--- src/rtl/gps_uart_pkg.sv ---
// Shared definitions for the GPS/NMEA uart transmit path.
//   state_e     : transmit sequencer states
//   NMEA_*      : framing bytes of an NMEA sentence
//   next_lock() : sentence-lock update for one accepted byte
package gps_uart_pkg;

  typedef enum logic [2:0] {
    IDLE      = 3'd0,
    LOAD      = 3'd1,
    SEND      = 3'd2,
    WAIT_DONE = 3'd3,
    GAP       = 3'd4
  } state_e;

  localparam logic [7:0] NMEA_START = 8'h24;
  localparam logic [7:0] NMEA_LF    = 8'h0A;
  localparam logic [7:0] NMEA_CR    = 8'h0D;

  // '$' opens a sentence, LF closes it; CR precedes LF, so the lock stays
  // up until the LF itself has been accepted.
  function automatic logic next_lock(input logic cur, input logic [7:0] b);
    logic nl;
    nl = cur;
    if (b == NMEA_START) begin
      nl = 1'b1;
    end else if (b == NMEA_LF) begin
      nl = 1'b0;
    end else if (b == NMEA_CR) begin
      nl = cur;
    end else begin
      nl = cur;
    end
    return nl;
  endfunction

endpackage

--- src/rtl/nmea_rr_arbiter.sv ---
// Two-way round-robin arbiter with a sentence-lock mask.
//   clk, rst_n  : clock, asynchronous active-low reset
//   arb_en      : arbitration window open (sequencer idle)
//   lock_en     : sentence lock active; only last_owner is eligible
//   req0_valid  : requester 0 has a byte
//   req1_valid  : requester 1 has a byte
//   gnt_valid   : a requester is granted this cycle (combinational)
//   gnt_id      : which requester is granted (combinational)
//   last_owner  : registered id of the most recent grant (resets to 1)
module nmea_rr_arbiter
  import gps_uart_pkg::*;
(
  input  logic clk,
  input  logic rst_n,
  input  logic arb_en,
  input  logic lock_en,
  input  logic req0_valid,
  input  logic req1_valid,
  output logic gnt_valid,
  output logic gnt_id,
  output logic last_owner
);

  logic elig0_s;
  logic elig1_s;
  logic last_owner_r;

  // Lock masks out the non-owner; on a tie the requester that did not go last wins.
  always_comb begin
    elig0_s   = req0_valid & (~lock_en | ~last_owner_r);
    elig1_s   = req1_valid & (~lock_en | last_owner_r);
    gnt_id    = 1'b0;
    if (elig0_s & elig1_s) begin
      gnt_id = ~last_owner_r;
    end else if (elig1_s) begin
      gnt_id = 1'b1;
    end else begin
      gnt_id = 1'b0;
    end
    gnt_valid = arb_en & (elig0_s | elig1_s);
  end

  // Remember the most recent winner; reset value 1 makes req0 win the first tie.
  always_ff @(posedge clk or negedge rst_n) begin
    if (!rst_n) begin
      last_owner_r <= 1'b1;
    end else if (gnt_valid) begin
      last_owner_r <= gnt_id;
    end else begin
      last_owner_r <= last_owner_r;
    end
  end

  assign last_owner = last_owner_r;

endmodule

--- src/rtl/nmea_tx_arbiter.sv ---
// Shares one uart transmitter between a GPS sentence source (req0) and a
// command/config source (req1). A grant is locked for a whole NMEA sentence
// ('$' .. LF) so sentences never interleave; bytes are paced on tx_busy.
//   clk, rst_n            : clock, asynchronous active-low reset
//   req0_valid/data/ready : requester 0 byte stream (ready = accepted this cycle)
//   req1_valid/data/ready : requester 1 byte stream
//   tx_data               : byte to the uart, stable from LOAD onwards
//   tx_load               : one-cycle load strobe
//   tx_send               : send request, held until tx_busy seen
//   tx_busy               : uart busy
//   grant_id              : current/last owner
//   locked                : sentence lock active
//   err_busy_to           : pulse, uart never went busy within BUSY_WAIT
//   err_lock_to           : pulse, lock dropped after LOCK_TIMEOUT idle clocks
//   bytes_sent            : completed bytes, wrapping
module nmea_tx_arbiter
  import gps_uart_pkg::*;
#(
  parameter int GAP_CYCLES   = 16,
  parameter int BUSY_WAIT    = 64,
  parameter int LOCK_TIMEOUT = 32768
) (
  input  logic        clk,
  input  logic        rst_n,
  input  logic        req0_valid,
  input  logic [7:0]  req0_data,
  output logic        req0_ready,
  input  logic        req1_valid,
  input  logic [7:0]  req1_data,
  output logic        req1_ready,
  output logic [7:0]  tx_data,
  output logic        tx_load,
  output logic        tx_send,
  input  logic        tx_busy,
  output logic        grant_id,
  output logic        locked,
  output logic        err_busy_to,
  output logic        err_lock_to,
  output logic [15:0] bytes_sent
);

  localparam int BW = $clog2(BUSY_WAIT) + 1;
  localparam int GW = $clog2(GAP_CYCLES) + 1;
  localparam int LW = $clog2(LOCK_TIMEOUT) + 1;

  localparam logic [BW-1:0] BUSY_LAST = BW'(BUSY_WAIT - 1);
  localparam logic [BW-1:0] BUSY_ONE  = BW'(1);
  localparam logic [GW-1:0] GAP_LAST  = GW'(GAP_CYCLES - 1);
  localparam logic [GW-1:0] GAP_ONE   = GW'(1);
  localparam logic [LW-1:0] LOCK_LAST = LW'(LOCK_TIMEOUT - 1);
  localparam logic [LW-1:0] LOCK_ONE  = LW'(1);

  state_e        state_r;
  state_e        state_s;
  logic [BW-1:0] busy_cnt_r;
  logic [GW-1:0] gap_cnt_r;
  logic [LW-1:0] lock_cnt_r;
  logic [7:0]    hold_r;
  logic          tx_load_r;
  logic          tx_send_r;
  logic          grant_id_r;
  logic          locked_r;
  logic          err_busy_to_r;
  logic          err_lock_to_r;
  logic [15:0]   bytes_sent_r;

  logic          gnt_valid_s;
  logic          gnt_id_s;
  logic          last_owner_s;
  logic          accept_s;
  logic [7:0]    acc_data_s;
  logic          owner_valid_s;
  logic          lock_stall_s;
  logic          lock_to_s;
  logic          busy_to_s;
  logic          byte_done_s;
  logic          locked_s;

  // Arbitration is only open in IDLE; the lock owner is always last_owner.
  nmea_rr_arbiter u_arb (
    .clk        (clk),
    .rst_n      (rst_n),
    .arb_en     (state_r == IDLE),
    .lock_en    (locked_r),
    .req0_valid (req0_valid),
    .req1_valid (req1_valid),
    .gnt_valid  (gnt_valid_s),
    .gnt_id     (gnt_id_s),
    .last_owner (last_owner_s)
  );

  assign accept_s   = gnt_valid_s;
  assign acc_data_s = gnt_id_s ? req1_data : req0_data;
  assign req0_ready = gnt_valid_s & ~gnt_id_s;
  assign req1_ready = gnt_valid_s & gnt_id_s;

  // Next-state decode, timeout detection and lock update.
  always_comb begin
    state_s       = state_r;
    busy_to_s     = 1'b0;
    byte_done_s   = 1'b0;
    locked_s      = locked_r;
    owner_valid_s = last_owner_s ? req1_valid : req0_valid;
    lock_stall_s  = (state_r == IDLE) & locked_r & ~owner_valid_s;
    lock_to_s     = lock_stall_s & (lock_cnt_r == LOCK_LAST);

    case (state_r)
      IDLE: begin
        if (accept_s) begin
          state_s = LOAD;
        end else begin
          state_s = IDLE;
        end
      end
      LOAD: begin
        state_s = SEND;
      end
      SEND: begin
        if (tx_busy) begin
          state_s = WAIT_DONE;
        end else if (busy_cnt_r == BUSY_LAST) begin
          state_s   = IDLE;
          busy_to_s = 1'b1;
        end else begin
          state_s = SEND;
        end
      end
      WAIT_DONE: begin
        if (!tx_busy) begin
          state_s     = GAP;
          byte_done_s = 1'b1;
        end else begin
          state_s = WAIT_DONE;
        end
      end
      GAP: begin
        if (gap_cnt_r == GAP_LAST) begin
          state_s = IDLE;
        end else begin
          state_s = GAP;
        end
      end
      default: begin
        state_s = IDLE;
      end
    endcase

    // A lost byte or a stalled owner both abandon the sentence.
    if (lock_to_s || busy_to_s) begin
      locked_s = 1'b0;
    end else if (accept_s) begin
      locked_s = next_lock(locked_r, acc_data_s);
    end else begin
      locked_s = locked_r;
    end
  end

  // State register and registered uart-side / status outputs.
  always_ff @(posedge clk or negedge rst_n) begin
    if (!rst_n) begin
      state_r       <= IDLE;
      hold_r        <= 8'h00;
      tx_load_r     <= 1'b0;
      tx_send_r     <= 1'b0;
      grant_id_r    <= 1'b0;
      locked_r      <= 1'b0;
      err_busy_to_r <= 1'b0;
      err_lock_to_r <= 1'b0;
      bytes_sent_r  <= 16'h0000;
    end else begin
      state_r       <= state_s;
      tx_load_r     <= accept_s;
      tx_send_r     <= (state_s == SEND);
      err_busy_to_r <= busy_to_s;
      err_lock_to_r <= lock_to_s;
      locked_r      <= locked_s;
      if (accept_s) begin
        hold_r     <= acc_data_s;
        grant_id_r <= gnt_id_s;
      end
      if (byte_done_s) begin
        bytes_sent_r <= bytes_sent_r + 16'd1;
      end
    end
  end

  // Busy-wait, inter-byte gap and lock-stall timers.
  always_ff @(posedge clk or negedge rst_n) begin
    if (!rst_n) begin
      busy_cnt_r <= {BW{1'b0}};
      gap_cnt_r  <= {GW{1'b0}};
      lock_cnt_r <= {LW{1'b0}};
    end else begin
      if ((state_r == SEND) && (state_s == SEND)) begin
        busy_cnt_r <= busy_cnt_r + BUSY_ONE;
      end else begin
        busy_cnt_r <= {BW{1'b0}};
      end
      if ((state_r == GAP) && (state_s == GAP)) begin
        gap_cnt_r <= gap_cnt_r + GAP_ONE;
      end else begin
        gap_cnt_r <= {GW{1'b0}};
      end
      // While locked only the owner can be accepted, so any accept clears it.
      if (!locked_r || accept_s || lock_to_s) begin
        lock_cnt_r <= {LW{1'b0}};
      end else if (lock_stall_s) begin
        lock_cnt_r <= lock_cnt_r + LOCK_ONE;
      end else begin
        lock_cnt_r <= lock_cnt_r;
      end
    end
  end

  assign tx_data     = hold_r;
  assign tx_load     = tx_load_r;
  assign tx_send     = tx_send_r;
  assign grant_id    = grant_id_r;
  assign locked      = locked_r;
  assign err_busy_to = err_busy_to_r;
  assign err_lock_to = err_lock_to_r;
  assign bytes_sent  = bytes_sent_r;

endmodule

--- config.mk ---
export PLATFORM = sky130hd
export DESIGN_NAME = nmea_tx_arbiter
export DESIGN_NICKNAME = d
export VERILOG_FILES = /design/src/rtl/gps_uart_pkg.sv /design/src/rtl/nmea_rr_arbiter.sv /design/src/rtl/nmea_tx_arbiter.sv
export SDC_FILE = /design/constraint.sdc
export NUM_CORES = 1
export LEC_CHECK = 0
export ABC_AREA = 1
export CORE_UTILIZATION = 53
export DETAILED_ROUTE_END_ITERATION = 7
export PLACE_DENSITY = 0.8
export SYNTH_ARGS = -nofsm -noshare
export SYNTH_HDL_FRONTEND = slang
export SYNTH_SLANG_ARGS = --single-unit
--- constraint.sdc ---
create_clock -name clk -period 2.25 [get_ports clk]
set_clock_uncertainty 0.1 [all_clocks]
set_input_delay 0.5625 -clock clk [delete_from_list [all_inputs] [get_ports clk]]
set_output_delay 0.5625 -clock clk [all_outputs]
set_load 0.02 [all_outputs]
== Word-level counts from Yosys, hierarchy flattened ==
Index checks and enable logic that the tools add are counted.
Widths: inputs -> output; s select.

* Output and inout bits: 32
* Logic and storage cells: 78
* Input port bits: 21
* Bits in registers: 62

* Reductions and logical operators: 11
* Multiplexer cells: 23
* $add $sub $neg: 4
* Bitwise operators: 16
* Equality and inequality tests: 11

{| class="wikitable"
|+ Operators with widths
! kind !! count
|-
| $add 16x1->16 const B || 2
|-
| $mux 16 || 2
|-
| $eq 16x15->1 const B || 1
|-
| $pmux 3 s5 || 1
|-
| $mux 1 || 13
|-
| $and 1x1->1 || 9
|-
| $eq 3x2->1 const B || 3
|-
| $eq 8x4->1 const B || 1
|-
| $eq 8x6->1 const B || 1
|-
| $mux 8 || 1
|-
| $add 7x1->7 const B || 1
|-
| $eq 7x6->1 const B || 1
|-
| $mux 7 || 1
|-
| $eq 3x3->1 const B || 2
|-
| $mux 3 || 2
|-
| $add 5x1->5 const B || 1
|-
| $eq 5x4->1 const B || 1
|-
| $mux 5 || 1
|-
| $mux 2 || 2
|-
| $not 1->1 || 4
|-
| $reduce_bool 2->1 || 2
|-
| $eq 3x1->1 const B || 1
|-
| $logic_not 3->1 || 1
|-
| $logic_or 1x1->1 || 3
|-
| 5 further kinds || 8
|}

== Depth between registers and ports, before layout ==
Gate-level depths: netlist of run 1.

* Word-level depth: 11
* Mapped depth: 14
* Gate-level depth less buffers: 13

== Cells and area by module ==
Synthesis of run 1 repeated with hierarchy kept, for this count alone.

* Cells, all modules: 437
* Area, all modules: 3305.7 µm²

{| class="wikitable"
|+ By module, submodules not included
! module !! sequential area each (µm²) !! area each (µm²) !! times used !! cells each
|-
| nmea_tx_arbiter || 1526.5 || 3215.6 || 1 || 422
|-
| nmea_rr_arbiter || 26.3 || 90.1 || 1 || 15
|}

== Worst setup path after synthesis of run 1 ==
No wires, ideal clock.

* Path kind: register to output
* Start: reg locked_r, in the netlist locked
* End: out req0_ready
* Setup slack: 0.058 ns
* Arrival time: 1.530 ns
* Required time: 1.587 ns
* Path buffers: 1
* Cell stages (with the launch flop): 9
* Path through: dfrtp_1 -> inv_1 -> nand2_2 -> nand2_4 -> inv_2 -> nand2_2 -> nand2_4 -> clkbuf_1 -> a21oi_1

* Cells in the longest elaborated chain, start to end: 7
* Elaborated cells on any way between the ends: 12
* Those cells by class: mux (2); bitwise (10)

{| class="wikitable"
|+ RTL lines
! element !! line !! text
|-
| start: declaration || nmea_tx_arbiter.sv:62 || <nowiki>logic locked_r;</nowiki>
|-
| start signal: assignment || nmea_tx_arbiter.sv:176 || <nowiki>locked_r <= locked_s;</nowiki>
|-
| $not 1->1 * || nmea_rr_arbiter.sv:30, nmea_rr_arbiter.sv:31 ||
|-
| $or 1x1->1, on equally long branches || nmea_rr_arbiter.sv:31, nmea_rr_arbiter.sv:30 ||
|-
| $and 1x1->1, on equally long branches || nmea_rr_arbiter.sv:31, nmea_rr_arbiter.sv:30 ||
|-
| $mux 1 / $and 1x1->1 (equally long branches) || nmea_rr_arbiter.sv:35, nmea_rr_arbiter.sv:33 ||
|-
| $mux 1 || nmea_rr_arbiter.sv:33 || <nowiki>if (elig0_s & elig1_s) begin</nowiki>
|-
| $not 1->1 || nmea_tx_arbiter.sv:94 || <nowiki>assign req0_ready = gnt_valid_s & ~gnt_id_s;</nowiki>
|-
| $and 1x1->1 * || nmea_tx_arbiter.sv:94 ||
|-
| end: declaration || nmea_tx_arbiter.sv:27 || <nowiki>output logic req0_ready,</nowiki>
|}

Every way passes the cells marked *; elsewhere a longest branch is shown, timed or not.

== Final worst setup path of run 1 ==
* Start: reg u_arb.last_owner_r, in the netlist u_arb.last_owner
* End: out req0_ready

* Cells in the longest elaborated chain, start to end: 7
* Elaborated cells on any way between the ends: 12
* Those cells by class: mux (2); bitwise (10)

{| class="wikitable"
|+ RTL lines
! element !! line !! text
|-
| start: declaration || nmea_rr_arbiter.sv:26 || <nowiki>logic last_owner_r;</nowiki>
|-
| start signal: assignment || nmea_rr_arbiter.sv:48 || <nowiki>last_owner_r <= gnt_id;</nowiki>
|-
| start signal: assignment || nmea_rr_arbiter.sv:50 || <nowiki>last_owner_r <= last_owner_r;</nowiki>
|-
| $not 1->1 || nmea_rr_arbiter.sv:30, nmea_rr_arbiter.sv:34 ||
|-
| $or 1x1->1 || nmea_rr_arbiter.sv:30 || <nowiki>elig0_s = req0_valid & (~lock_en | ~last_owner_r);</nowiki>
|-
| $and 1x1->1 || nmea_rr_arbiter.sv:30 ||
|-
| $and 1x1->1 || nmea_rr_arbiter.sv:33 ||
|-
| $mux 1 || nmea_rr_arbiter.sv:33 ||
|-
| $not 1->1 || nmea_tx_arbiter.sv:94 ||
|-
| $and 1x1->1 * || nmea_tx_arbiter.sv:94 ||
|}

Marked as above.

==> impl_metrics.tcl, run 1 <==
set metrics [dict create \
    synth_top_family_by_area "simple AND/OR/NAND/NOR gates" \
    drc 0 \
    grt_pass1_vias 2752 \
    finalMaxSlewViolations 0 \
    rsz0062_at_grt "yes" \
    p_seq_share_pct 39.1 \
    antenna_found_initial 0 \
    synth_mux_area_share_pct 0.315 \
    clock_power_share_pct 25.4 \
    clk_latency_ps 330 \
    diodes 0 \
    max_stage_delay_ps 540 \
    min_period_over_period_pct 96.5 \
    start_util_pct 56.3 \
    layout_common_cells "nand2_1, dfrtp_1, nor2_1" \
    path_clk_slew_ps 70 \
    combPwrFrac_pct 35.6 \
    r2r_start "u_arb.last_owner" \
    synth-xor-area-share_pct 5.52 \
    cts_buffers 9 \
    tightest_slew_ps 385 \
    critPathArrivalTime_ps 1510 \
    cts_buffer_depth 2 \
    yosysWarnings 0 \
    place_inst 550 \
    layout-drive-gt1-share_pct 13.4 \
    cts.htree.levels 3 \
    crit_path_max_fanout 3 \
    worstSetupStartpoint "u_arb.last_owner" \
    die_w_um 79.4 \
    maxCapViolations 0 \
    drt_iter0_drc 166 \
    p_switching_mw 1.27 \
    peakVddDrop_mv 0.762 \
    required_ps 1590 \
    start_kind "register" \
    syn-cell-area_mm2 0.00318 \
    hold_viol_final 0 \
    via_per_inst 4.92 \
    power_mw 3.68 \
    p_per_area_mw_per_mm2 878 \
    synth_top_area_cell "dfrtp_1" \
    cp_slowest_cell "dfstp_2" \
    grt_pass1_wl_mm 11.7 \
    synth.avg_cell_area_um2 7.96 \
    detail-route-antenna-nets 0 \
    wl_per_cell_um 11.9 \
    cts_tree "yes" \
    synth-seq-cells 62 \
    post-route-util_pct 74.3 \
    vias 2784 \
    yosysUniqueCellTypes 29 \
    fmax_mhz 460 \
    cp_cell_sequence "nand2_2 > nand2_4 > inv_2 > nand2_2 > nand2_4 > a21oi_1 > buf_4" \
    root_buffer "clkbuf_8" \
    rows 27 \
    nets 515 \
    yosys.area_share.simple_pct 30.3 \
    critPathBufInv 2 \
    postSynthCellCount 399 \
    routed_wirelength_mm 6.72 \
    synth_area_leaders "dfrtp_1, nand2_1, nor2_1" \
    die_area_mm2 0.00631 \
    ys_seq_area_share_pct 48.9 \
    yosysTopAreaCellShare_pct 48.1 \
    ios 53 \
    grt_max_degree 63 \
    sw_frac_of_total_pct 34.6 \
    intPower_mw 2.41 \
    syn2layout_area_growth_pct 32.0 \
    synthesis.nets 425 \
    crit_type "reg2out" \
    relSlewSlack_pct 74.2 \
    cp_top_family "flip-flops" \
    synth_fa_ha_area_share_pct 1.97 \
    end_kind "primary output" \
    cts.sinks 62 \
    drtPass1Iterations 4 \
    leakage_nw 2.00 \
    port_buffers 52 \
    grtUsageTotal_pct 24.2 \
    core_area_mm2 0.00564 \
    grt-ovfl-total 0 \
    hold_path_class "in2async" \
    synth_compound_area_share_pct 5.59 \
    stdcell_count 566 \
    die_height_um 79.4 \
    status "complete, no violations" \
    finalSetupViolations 0 \
    place.gp.congestion 0.837 \
    final_common_cell "nand2_1" \
    layout_min_cycle_time_ps 2170 \
    dpl.hpwl_mm 4.83 \
]
## Yosys cell counts
| library cell | instances |
|---|---|
| o21ai_0 | 17 |
| nor3_2 | 2 |
| dfstp_2 | 1 |
| ha_1 | 5 |
| nand2_1 | 102 |
| nor3b_1 | 1 |
| o21a_1 | 1 |
| a21oi_4 | 1 |
| nand3b_1 | 6 |
| nand3_2 | 2 |
| mux2i_1 | 1 |
| buf_4 | 1 |
| inv_2 | 3 |
| nand2_4 | 2 |
| and2_1 | 1 |
| clkbuf_1 | 1 |
| a21oi_1 | 10 |
| nand4_1 | 4 |
| xor2_1 | 13 |
| nand3_1 | 23 |
| inv_1 | 54 |
| nor2_1 | 58 |
| nand2_2 | 5 |
| nor2_2 | 2 |
| buf_6 | 1 |
| xnor2_1 | 7 |
| nor3_1 | 11 |
| a31oi_1 | 3 |
| dfrtp_1 | 61 |
## metal layers
layer	part of all wire, %	global-route usage [%]	vias up
met2	50	42.3	44
met3	2.7	4.23	8
met1	46	29.2	1304
li1	-	-	1428
met4	1.2	10.4	0
met5	0	0	-
## final timing paths
path	endpoint	slack (ps)	cells after the start
worst max-delay path	req0_ready	80	7
worst min-delay path	tx_data[5]	100	2
worst max register to register	busy_cnt_r[3]	250	9
worst min register to register	gap_cnt_r[0]	370	1
max in group asynchronous	u_arb.last_owner	1610	2
min in group clk	gap_cnt_r[0]	370	1
## stage by stage
step	cell area (um2)	worst slack (ps)	TNS, ps	hold slack, ps
finish	4190	78.1	0	104
global route	4190	-2.07	-2.07	144
CTS	4190	63.6	0	126
detailed placement	4010	-621	-4770	352
global placement	4010	-595	-3650	345
floorplan	3180	58.0	0	167
## registers in the layout, summed over array words and instances, names as in the netlist
signal and flops:
bytes_sent 16, lock_cnt_r 16, tx_data 8, busy_cnt_r 7, gap_cnt_r 5, state_r 3, err_busy_to 1, err_lock_to 1
grant_id 1, locked 1, tx_load 1, tx_send 1, u_arb.last_owner 1
## power groups by stage
stage	Combinational, mW	Clock (mW)	Sequential [mW]
global route	1.45	1.01	1.46
CTS	1.32	0.953	1.43
global placement	1.28	0	1.45
detailed placement	1.31	0	1.45
finish	1.31	0.935	1.44
floorplan	0.509	0	1.62
## worst register-to-register path, cell delays in order (launching register included)
cell     delay, ps
dfstp_2        540
buf_4          130
nand2_1         50
nand2_1         90
buf_4          120
a21oi_1         70
buf_4          150
a31oi_1        180
nand3_1        260
nor3_1         210
## area by class of cell
type / instances / area, um2
clock buffers: 12 / 135
clock inverters: 4 / 47.5
fillers: 432 / 1450
inverters: 57 / 214
multi-input cells: 277 / 1390
flip-flops and latches: 62 / 1550
well taps: 72 / 90.1
repair buffers: 82 / 762
## cells by family (layout without fill, tap and decap cells)
| group | after synthesis | after routing |
|---|---|---|
| AO/OA/AOI/OAI | 32 | 32 |
| XOR/XNOR | 20 | 20 |
| adder cells (fa/ha/maj) | 5 | 5 |
| buffers and inverters | 60 | 155 |
| flip-flops | 62 | 62 |
| multiplexers | 1 | 1 |
| AND/OR/NAND/NOR | 219 | 219 |
## repair_timing
action / CTS / global route
buffers inserted: 0 / 0
gates resized for setup: 11 / 1
hold buffers: 0 / 0
hold endpoints to repair: 0 / 0
setup endpoints to repair: 2 / 2
No activity file was read; power rests on OpenSTA's default activity.
==> run 2: changes to the inputs <==
- HOLD_SLACK_MARGIN: not set -> 0.05
==> results of run 2 <==
Same layout as run 1: the final DEF is identical, and so are final timing and power.
==> run 3: changes to the inputs <==
- PLACE_DENSITY: 0.8 -> 0.87
==> impl_metrics.tcl, run 3 (same netlist as run 1, synthesis figures left out) <==
set metrics [dict create \
    place.gp.congestion 0.868 \
    nets 516 \
    cp_cell_sequence "buf_4 > clkdlybuf4s50_1" \
    tightest_slew_ps 442 \
    grtUsageTotal_pct 26.0 \
    leakage_nw 1.99 \
    rsz0062_at_grt "no" \
    start_util_pct 56.3 \
    hold_viol_final 0 \
    vias 2898 \
    grt_pass1_wl_mm 12.6 \
    cts.htree.levels 3 \
    p_seq_share_pct 40.2 \
    path_clk_slew_ps 60 \
    power_mw 3.60 \
    finalSetupViolations 0 \
    via_per_inst 5.11 \
    cts.sinks 62 \
    layout_min_cycle_time_ps 2150 \
    layout-drive-gt1-share_pct 13.9 \
    drt_iter0_drc 137 \
    drtPass1Iterations 5 \
    grt_max_degree 63 \
    end_kind "primary output" \
    cts_resized 13 \
    fin_ws_ps 100 \
    die_height_um 79.4 \
    die_area_mm2 0.00631 \
    status "complete, no violations" \
    rrSetupSlack_ps 140 \
    grt_pass1_vias 2978 \
    die_w_um 79.4 \
    core_area_mm2 0.00564 \
    grt-ovfl-total 0 \
    start_kind "register" \
    finalMaxSlewViolations 0 \
    peakVddDrop_mv 0.641 \
    wl_per_cell_um 13.0 \
    fill_cells 409 \
    r2r_start "u_arb.last_owner" \
    intPower_mw 2.29 \
    min_period_over_period_pct 95.5 \
    clock_power_share_pct 22.9 \
    reg2reg_depth 11 \
    cts_buffer_depth 2 \
    p_per_area_mw_per_mm2 860 \
    crit_path_max_fanout 4 \
    cp_slowest_cell "clkdlybuf4s50_1" \
    max_stage_delay_ps 610 \
    drc 0 \
    rr_endpoint "lock_cnt_r[7]" \
    final_common_cell "nand2_1" \
    detail-route-antenna-nets 0 \
    crit_type "reg2out" \
    sw_frac_of_total_pct 36.3 \
    fmax_mhz 465 \
    cts_buffers 9 \
    maxCapViolations 0 \
    critPathArrivalTime_ps 1490 \
    rows 27 \
    dpl.hpwl_mm 5.34 \
    p_switching_mw 1.31 \
    ios 53 \
    setup_tns_ps 0 \
    hold_buffers 0 \
    cts_setup_buffers 0 \
    required_ps 1590 \
    relSlewSlack_pct 70.3 \
    syn2layout_area_growth_pct 31.6 \
    post-route-util_pct 74.1 \
    stdcell_count 567 \
    place_inst 551 \
    combPwrFrac_pct 36.9 \
    layout_common_cells "nand2_1, dfrtp_1, nor2_1" \
    clk_latency_ps 340 \
    port_buffers 52 \
    diodes 0 \
    root_buffer "clkbuf_8" \
    antenna_found_initial 0 \
    hold_path_class "in2async" \
    cts_tree "yes" \
    pre_cts_slack_ps -681 \
    routed_wirelength_mm 7.37 \
]
## run 3: cell types whose count changed in the layout (fill, tap and decap cells not counted), sizes merged
| cell | before | now |
|---|---|---|
| clkinvlp | 1 | 2 |
| clkinv | 2 | 4 |
| buf | 32 | 34 |
| clkbuf | 12 | 10 |
| bufinv | 1 | 0 |
| clkdlybuf4s15 | 1 | 0 |
## run 3: layer usage
metal	vias up	global-route usage [%]	part of all wire, %
li1	1429	-	-
met1	1351	29.9	42
met2	104	46.0	51
met3	14	7.09	5.4
met4	0	9.27	1.8
met5	-	0	0
## run 3: worst max path at each step
stage / startpoint / slack, ps / end
after floorplan: locked / 60 / req0_ready
after global placement: req1_valid / -600 / req0_ready
after detailed placement: req1_valid / -680 / req0_ready
after CTS: locked / 100 / locked
after global routing: state_r[0] / 30 / req0_ready
final: locked / 100 / locked
## run 3: worst max-delay path, delay by kind of cell (launching register included)
| family | cells | cell delay [ps] |
|---|---|---|
| flops | 1 | 390 |
| buf+inv | 2 | 760 |
## run 3: layout make-up
cell class              count  area [um2]  area share [%]
well taps                  72        90.1            2.16
clock inverters             6        38.8           0.928
multi-input cells         277        1390            33.3
flip-flops and latches     62        1550            37.2
inverters                  57         214            5.12
clock buffers              10         128            3.05
repair buffers             83         763            18.3
## run 3: power groups by stage
stage	clock (mW)	combinational [mW]	sequential [mW]
global placement	0	1.27	1.45
CTS	0.842	1.34	1.44
global route	0.903	1.46	1.47
detailed placement	0	1.34	1.46
floorplan	0	0.509	1.62
finish	0.823	1.33	1.45
## run 3: through the flow
| step | hold slack [ps] | instance area [um2] |
|---|---|---|
| after floorplan | 167 | 3180 |
| after CTS | 138 | 4180 |
| final | 119 | 4180 |
| after detailed placement | 357 | 4020 |
| after global routing | 127 | 4180 |
| after global placement | 344 | 4020 |
